===== src/rtl/leg_wb_pkg.sv =====
// leg_wb_pkg: shared types for the posted-write buffer.
`default_nettype none

package leg_wb_pkg;

  localparam int WB_AW = 32;
  localparam int WB_DW = 32;

  localparam logic [2:0] HSIZE_BYTE = 3'b000;
  localparam logic [2:0] HSIZE_HALF = 3'b001;
  localparam logic [2:0] HSIZE_WORD = 3'b010;

  // Default-width entry; the top redeclares it locally to follow its AW/DW.
  typedef struct packed {
    logic [WB_AW-1:0] addr;
    logic [WB_DW-1:0] data;
    logic [2:0]       size;
  } wb_entry_t;

  typedef enum logic [1:0] {
    IDLE   = 2'd0,
    WDRAIN = 2'd1,
    RDPASS = 2'd2
  } wb_state_t;

endpackage

`default_nettype wire


===== src/rtl/wb_fifo.sv =====
// wb_fifo: circular FIFO with extra-MSB pointers and registered full/empty.
// Rev 1.0
`default_nettype none

module wb_fifo #(
  parameter int  DEPTH = 4,
  parameter type T     = logic [7:0]
) (
  input  logic clk,
  input  logic reset,
  input  logic push,
  input  logic pop,
  input  T     din,
  output T     dout,
  output logic full,
  output logic empty,
  output logic one_left
);

  localparam int PW = $clog2(DEPTH);

  logic [PW:0] wr_ptr, rd_ptr, wr_next, rd_next;
  logic        do_push, do_pop;
  T            mem [DEPTH];

  assign do_push = push & ~full;
  assign do_pop  = pop & ~empty;

  always_comb begin
    wr_next = wr_ptr + {{PW{1'b0}}, do_push};
    rd_next = rd_ptr + {{PW{1'b0}}, do_pop};
  end

  // Flags are computed from the next pointers so they are valid right after the edge.
  always_ff @(posedge clk) begin
    if (reset) begin
      wr_ptr <= '0;
      rd_ptr <= '0;
      full   <= 1'b0;
      empty  <= 1'b1;
    end else begin
      wr_ptr <= wr_next;
      rd_ptr <= rd_next;
      full   <= (wr_next[PW] != rd_next[PW]) && (wr_next[PW-1:0] == rd_next[PW-1:0]);
      empty  <= (wr_next == rd_next);
    end
  end

  always_ff @(posedge clk) begin
    if (do_push) mem[wr_ptr[PW-1:0]] <= din;
  end

  assign dout     = mem[rd_ptr[PW-1:0]];
  assign one_left = ((wr_ptr - rd_ptr) == {{PW{1'b0}}, 1'b1});

endmodule

`default_nettype wire


===== src/rtl/write_buffer.sv =====
// write_buffer: posted-write buffer between D$ bus master and the AHB arbiter.
// Rev 1.0
`default_nettype none

module write_buffer
  import leg_wb_pkg::*;
#(
  parameter int DEPTH = 4,
  parameter int AW    = 32,
  parameter int DW    = 32
) (
  input  logic          clk,
  input  logic          reset,
  input  logic          HRequestM,
  input  logic          HWriteM,
  input  logic [AW-1:0] HAddrM,
  input  logic [DW-1:0] HWDataM,
  input  logic [2:0]    HSizeM,
  output logic          HReadyM,
  output logic          HRequestWB,
  output logic          HWriteWB,
  output logic [AW-1:0] HAddrWB,
  output logic [DW-1:0] HWDataWB,
  output logic [2:0]    HSizeWB,
  input  logic          HReadyWB,
  input  logic          DrainReq,
  output logic          WBEmpty
);

  typedef struct packed {
    logic [AW-1:0] addr;
    logic [DW-1:0] data;
    logic [2:0]    size;
  } entry_t;

  wb_state_t state, state_next;
  entry_t    din, head;
  logic      full, empty, one_left;
  logic      write_ok, pop;
  logic      drain_unused;

  // Draining is always eager, so the CP15 request only needs WBEmpty.
  assign drain_unused = DrainReq;

  assign write_ok = HRequestM & HWriteM & ~full & ~reset;
  assign din      = '{addr: HAddrM, data: HWDataM, size: HSizeM};

  wb_fifo #(.DEPTH(DEPTH), .T(entry_t)) u_fifo (
    .clk      (clk),
    .reset    (reset),
    .push     (write_ok),
    .pop      (pop),
    .din      (din),
    .dout     (head),
    .full     (full),
    .empty    (empty),
    .one_left (one_left)
  );

  always_ff @(posedge clk) begin
    if (reset) state <= IDLE;
    else       state <= state_next;
  end

  always_comb begin
    state_next = state;
    pop        = 1'b0;
    HRequestWB = 1'b0;
    HWriteWB   = 1'b0;
    HAddrWB    = '0;
    HWDataWB   = '0;
    HSizeWB    = '0;
    HReadyM    = write_ok;
    case (state)
      IDLE: begin
        // A write accepted this cycle starts the drain without an idle bubble.
        if (!empty || write_ok)          state_next = WDRAIN;
        else if (HRequestM && !HWriteM)  state_next = RDPASS;
      end
      WDRAIN: begin
        HRequestWB = 1'b1;
        HWriteWB   = 1'b1;
        HAddrWB    = head.addr;
        HWDataWB   = head.data;
        HSizeWB    = head.size;
        if (HReadyWB) begin
          pop = 1'b1;
          if (one_left && !write_ok) state_next = IDLE;
        end
      end
      RDPASS: begin
        HRequestWB = 1'b1;
        HAddrWB    = HAddrM;
        HSizeWB    = HSizeM;
        HReadyM    = HReadyWB & ~reset;
        if (HReadyWB) state_next = IDLE;
      end
      default: state_next = IDLE;
    endcase
  end

  assign WBEmpty = empty & (state != WDRAIN);

endmodule

`default_nettype wire


===== config.mk =====
export PLATFORM = sky130hd
export DESIGN_NAME = write_buffer
export DESIGN_NICKNAME = d
export VERILOG_FILES = /design/src/rtl/leg_wb_pkg.sv /design/src/rtl/wb_fifo.sv /design/src/rtl/write_buffer.sv
export SDC_FILE = /design/constraint.sdc
export NUM_CORES = 1
export LEC_CHECK = 0
export BUFFER_PORTS_ARGS = -buffer_cell sky130_fd_sc_hd__buf_2
export CORE_MARGIN = 1
export CORE_UTILIZATION = 54
export CTS_BUF_LIST = sky130_fd_sc_hd__clkbuf_16
export DETAILED_ROUTE_END_ITERATION = 12
export PLACE_DENSITY = 0.75
export SETUP_SLACK_MARGIN = 0.3
export SLEW_MARGIN = 20
export SYNTH_ARGS = -nofsm -noshare
export SYNTH_HDL_FRONTEND = slang
export SYNTH_HIERARCHICAL = 1
export SYNTH_SLANG_ARGS = --single-unit

===== constraint.sdc =====
create_clock -name clk -period 6.5 [get_ports clk]
set_clock_uncertainty 0.15 [all_clocks]
set_input_delay 0.975 -clock clk [delete_from_list [all_inputs] [get_ports clk]]
set_output_delay 0.975 -clock clk [all_outputs]
set_load 0.02 [all_outputs]

# After elaboration in Yosys (flattened, before gate mapping)
# Memories as Yosys holds them, arrays and structs flattened. A register that Yosys moved wholly into a read port is not among the register bits.
# Index checks and enable logic that the tools add are counted.
op_classes:
  mux: 17
  add_sub_neg: 3
  bitwise: 10
  n_reduce_logical: 10
  n_eq_ne: 11
op_table:
  columns: ["cell", "count"]
  rows:
  - ["$pmux W32 S2", 1]
  - ["$mux W32", 1]
  - ["$mux W2", 6]
  - ["$and A1 B1 Y1", 7]
  - ["$mux W1", 7]
  - ["$add A3 B1 Y3", 2]
  - ["$ne A2 B2 Y1 const B", 3]
  - ["$pmux W2 S3", 1]
  - ["$pmux W3 S2", 1]
  - ["$reduce_and A4 Y1", 1]
  - ["$eq A3 B1 Y1 const B", 1]
  - ["$eq A3 B3 Y1", 1]
  - ["$logic_and A1 B1 Y1", 3]
  - ["$logic_not A1 Y1", 3]
  - ["$ne A3 B3 Y1 const B", 1]
  - ["$not A1 Y1", 3]
  - ["$sub A3 B3 Y3", 1]
  - ["$eq A2 B1 Y1 const B", 1]
  - ["$eq A2 B2 Y1", 1]
  - ["$eq A2 B2 Y1 const B", 1]
  - ["$logic_not A2 Y1", 1]
  - ["$ne A2 B1 Y1 const B", 1]
  - ["$reduce_or A2 Y1", 1]
  - ["$logic_or A1 B1 Y1", 1]
  - ["$ne A1 B1 Y1", 1]
word_totals:
  out_inout_bits: 71
  n_memories: 1
  input_bits: 73
  mem_bits_rw: 268
  ff_bits: 10
memory_table:
  columns: ["memory", "depth", "word_bits", "rd", "rd_clocked_by_memory_dff", "wr", "line_no", "rtl"]
  rows:
  - ["u_fifo.mem", 4, 67, 1, 1, 1, "wb_fifo.sv:24", "T mem [DEPTH];"]

# Logic depth before layout (Yosys ltp)
logic_depth:
  word_depth: 8
  mapped_depth: 11

# Hierarchy
# Netlist, hierarchy kept.
modules_own_cells:
  columns: ["mod", "instances", "area_per_inst_um2", "cells_per_inst"]
  rows:
  - ["wb_fifo", 1, 10108.4, 389]
  - ["write_buffer", 1, 977.2, 145]

# Worst setup path after synthesis
# Ideal clock, no wire load.
synth_timing:
  kind: "input to register"
  from: "in reset"
  to: "mem u_fifo/mem[2][0] (netlist bit) (enable)"
  setup_slack_ns: 2.731
  arrival_ns: 3.187
  setup_time_ns: 0.433
  t_required_ns: 5.917
  cell_stages: 3
  path_cell_list: "and4bb_4 > nor2b_1 > and3_1"
synth_via:
  elab_chain_len: 5
synth_lines:
  columns: ["element", "line_no", "rtl"]
  rows:
  - ["from (decl)", "write_buffer.sv:13", "input logic reset,"]
  - ["$not A1 Y1", "write_buffer.sv:45", "assign write_ok = HRequestM & HWriteM & ~full & ~reset;"]
  - ["$and A1 B1 Y1", "write_buffer.sv:45", null]
  - ["$and A1 B1 Y1", "wb_fifo.sv:26", "assign do_push = push & ~full;"]
  - ["$mux W1", "wb_fifo.sv:50", "if (do_push) mem[wr_ptr[PW-1:0]] <= din;"]
  - ["$mux W1 (not written as such)", "wb_fifo.sv:50", null]
  - ["to (decl)", "wb_fifo.sv:24", null]
# No other way between the ends.

==> results.md <==
- The flow ran to the end, and the final reports show no timing, DRC or antenna violations.
- After clock tree synthesis, the clock-pin slew on the worst setup and hold paths is 0.06 ns.
- At the pin with the least slew margin, the transition time is 1.090 ns.
- The share of synthesized flip-flops with an asynchronous set or reset is 0.
- The number of pins exceeding their max-slew limit in the final report is 0.
- The leakage power summed over all cells is 4.308 nW.
- The combinational cell fraction of total power is 0.096.
- The initial antenna violation count was 0.
- The fmax is 239.6 MHz.
- The total global-route track usage is 0.2017.
- The kind of end point of the critical path is a primary output.
- The flip-flop and latch count after synthesis is 278.
- The number of distinct library cells after synthesis is 34.
- The die boundary height is 145.3 µm.
- The cell with the largest stage delay on the worst path is dfxtp_4.
- Counting tap cells, the placed design contains a total of 919 instances.
- The first global-routing pass estimated 32970 µm of wire.
- The power spent charging and discharging nets is 0.0008429 W.
- The Yosys step of the flow raised 6 warnings.
- The relative max-transition margin is 0.2735.
- The congestion estimate from routability-driven global placement came to 0.7331.
- The number of max-cap violations is 0.
- The overall overflow remaining after global route is 0.
- In the final layout, the share of cells above drive strength 1 is 0.3678.
- Entering global routing, the biggest net connects 70 pins.
- The TritonCTS buffer count is 27.
- The share of total power dissipated in the clock network is 0.378.
- The vias per cell is 5.789.
- After floorplanning, the core was sized to cover 20170 µm².
- The initial utilization of the core area, before any placement, comes to 0.5496.
- The die outline area is 21110 µm².
- Leaving out fill and tap cells, the most frequent cells in the layout are edfxtp_1, buf_2, mux4_2.
- The maximum buffer depth of the clock tree is 3.
- The internal portion of total power is 0.002951 W.
- The most used flip-flop cell after synthesis is edfxtp_1.
- 144 I/O pins were placed.
- The net count of the finished layout is 760.
- The share of the clock period used by the worst path is 0.6421.
- The worst path in the final design needs a cycle of 4.174 ns, including I/O delays and setup.
- The count of nets left with antenna violations once routing finished came out at 0.
- The area growth from synthesis to layout is 15.40%.
- The die is 145.3 µm wide.
- After clock tree synthesis, the repair step resized 0 gates.
- After technology mapping, the gate count stands at 534.
- The largest single stage delay on the critical path is 0.78 ns.
- STA classifies the critical path startpoint as a flip-flop.
- Walking the worst path, the cells encountered are buf_4 -> mux4_2 -> a22oi_1 -> nor2b_1 -> buf_2.
- In this run the tool buffered the top-level ports with 142 buffer cells.
- At the later pin of the worst-skew pair, clock insertion delay measures 0.52 ns.
- The final standard cell count with taps included and fillers excluded is 966.
- The worst setup path category is flip-flop to primary output.
- The H-tree depth is 1.
- Detailed placement finished with a half-perimeter wire length of 11030 µm.
- The number of sinks driven by the clock tree is 278.
- The via count of the first global-routing pass came to 6057.
- The final count of negative-setup-slack endpoints is 0.
- The first detailed-routing pass took 4 iterations.
- Summed over all failing endpoints, the final setup total negative slack is 0 ns.
- Setup repair after global routing left no endpoint under its margin.
- The synthesized area is 11090 µm².
- The root buffer cell is clkbuf_16.
- The aggregate routed wire length is 20370 µm.
- Setup slack on the worst reg-to-reg path comes out at 3.90 ns.
- IR analysis of the VDD net gives a maximum drop of 215.5 µV.
- For the worst setup path, the data arrival time is 3.05 ns.
- The synthesized area per cell is 20.76 µm².
- In this run, post-CTS hold repair placed 0 buffers.
- The sequential-to-total area share from yosys stat is 0.7440.
- When the netlist entered floorplanning its net count stood at 616.
- The leading cell type in the layout, fill and taps excluded is edfxtp_1.
- Of the total power, the share spent switching nets is 0.2222.
- The number of hold violations in the final report is 0.
- In this run, synthesis inferred 268 flip-flops with an integrated enable.
- For the worst setup path, the data required time is 5.37 ns.
- After detailed routing, the average wire length per cell comes to 21.09 µm.
- The part of the total power dissipated in sequential elements is 0.526.
- The total power after layout is 0.003794 W.
- In this run, the number of DRC markers left after iteration 0 of detailed routing was 336.
- Dividing total power by cell area gives a power density of 296.6 nW/µm².
- TritonCTS built the clock tree.
- In the routed design, unresolved DRC markers number 0.
- 0 antenna diodes ended up in the layout.
- Summing over every cut layer, the via total after detailed routing is 5592.
- Along the worst path, the maximum fanout reaches 36.
- The worst hold path belongs to the class flip-flop to flip-flop.
- The count of standard-cell rows is 52.
- The number of buffers inserted to repair setup after CTS is 0.
[cell families after synthesis]
logic type      count (synthesis)  synth area share
flops                         278            0.7440
buf+inv                        34           0.02043
xor+xnor                        7          0.005531
compound gates                 42           0.02912
mux                            67            0.1361
simple gates                   97           0.05395
fa+ha+maj                       9           0.01084
[Yosys cell counts, drive strengths merged (2+ instances only)]
master    n  area, µm²
xnor2     5      43.79
edfxtp  268       8048
xor2      2      17.52
nand2     3      11.26
and2     33      206.5
nor2b    43      269.0
nand3     2      10.01
o21ai     2      10.00
dfxtp    10      200.2
inv       4      15.01
and3      4      25.02
clkbuf    6      22.52
a22oi    35      262.8
mux4     67       1509
ha        8      100.1
buf      24      188.9
nor2      6      22.52
[power by group through the flow]
stage / clock, W / sequential [W] / combinational (W)
2_1_floorplan: 0 / 0.00203 / 0.000237
3_3_place_gp: 0 / 0.00203 / 0.000361
3_5_place_dp: 0 / 0.00203 / 0.000371
4_1_cts: 0.00147 / 0.00199 / 0.000372
5_1_grt: 0.00153 / 0.00200 / 0.000398
6_report: 0.00144 / 0.00199 / 0.000364
[through the flow]
stage	setup slack [ns]	instance area, µm²	hold WS [ns]	util
after floorplan	2.731	11090	0.3266	-
after global placement	2.752	11980	0.3442	0.5937
after detailed placement	2.759	11980	0.3594	0.5937
after CTS	2.180	12790	0.3773	0.6341
after global routing	2.040	12790	0.3956	0.6342
final	2.326	12790	0.3780	0.6342
[state kept, by name, summed over array words and instances (netlist names)]
name	count
u_fifo/full	1
u_fifo/empty	1
u_fifo/mem	268
state	2
u_fifo/wr_ptr	3
u_fifo/rd_ptr	3
[worst paths after layout]
path | cells past startpoint | from | to
setup / recovery | 5 | u_fifo/rd_ptr[0] | HAddrWB[28]
hold / removal | 1 | state[1] | state[1]
setup reg to reg | 7 | u_fifo/rd_ptr[1] | state[1]
hold reg to reg | 1 | state[1] | state[1]
[critical path: cells and delay by family (launching register included)]
family / cells / cell delay, ns
AOI/OAI and AO/OA: 1 / 0.15
buffers and inverters: 2 / 0.88
DFF: 1 / 0.78
muxes: 1 / 0.58
and+or+nand+nor: 1 / 0.09
[routing by layer]
layer	wire length, µm	vias to the layer above	GRT usage
met4	362	0	0.04158
met1	8208	2894	0.2716
met2	10110	209	0.3382
met5	0	-	0
met3	1696	34	0.04843
li1	-	2455	-
[area by class of cell]
cell class	count	area, µm²
repair buffers	145	733.2
well taps	270	337.8
inverters	4	15.01
flip-flops and latches	278	8255
clock inverters	20	138.9
clock buffers	27	675.6
multi-input cells	222	2636
fillers	1420	7377
No activity file was read; power rests on OpenSTA's default activity.
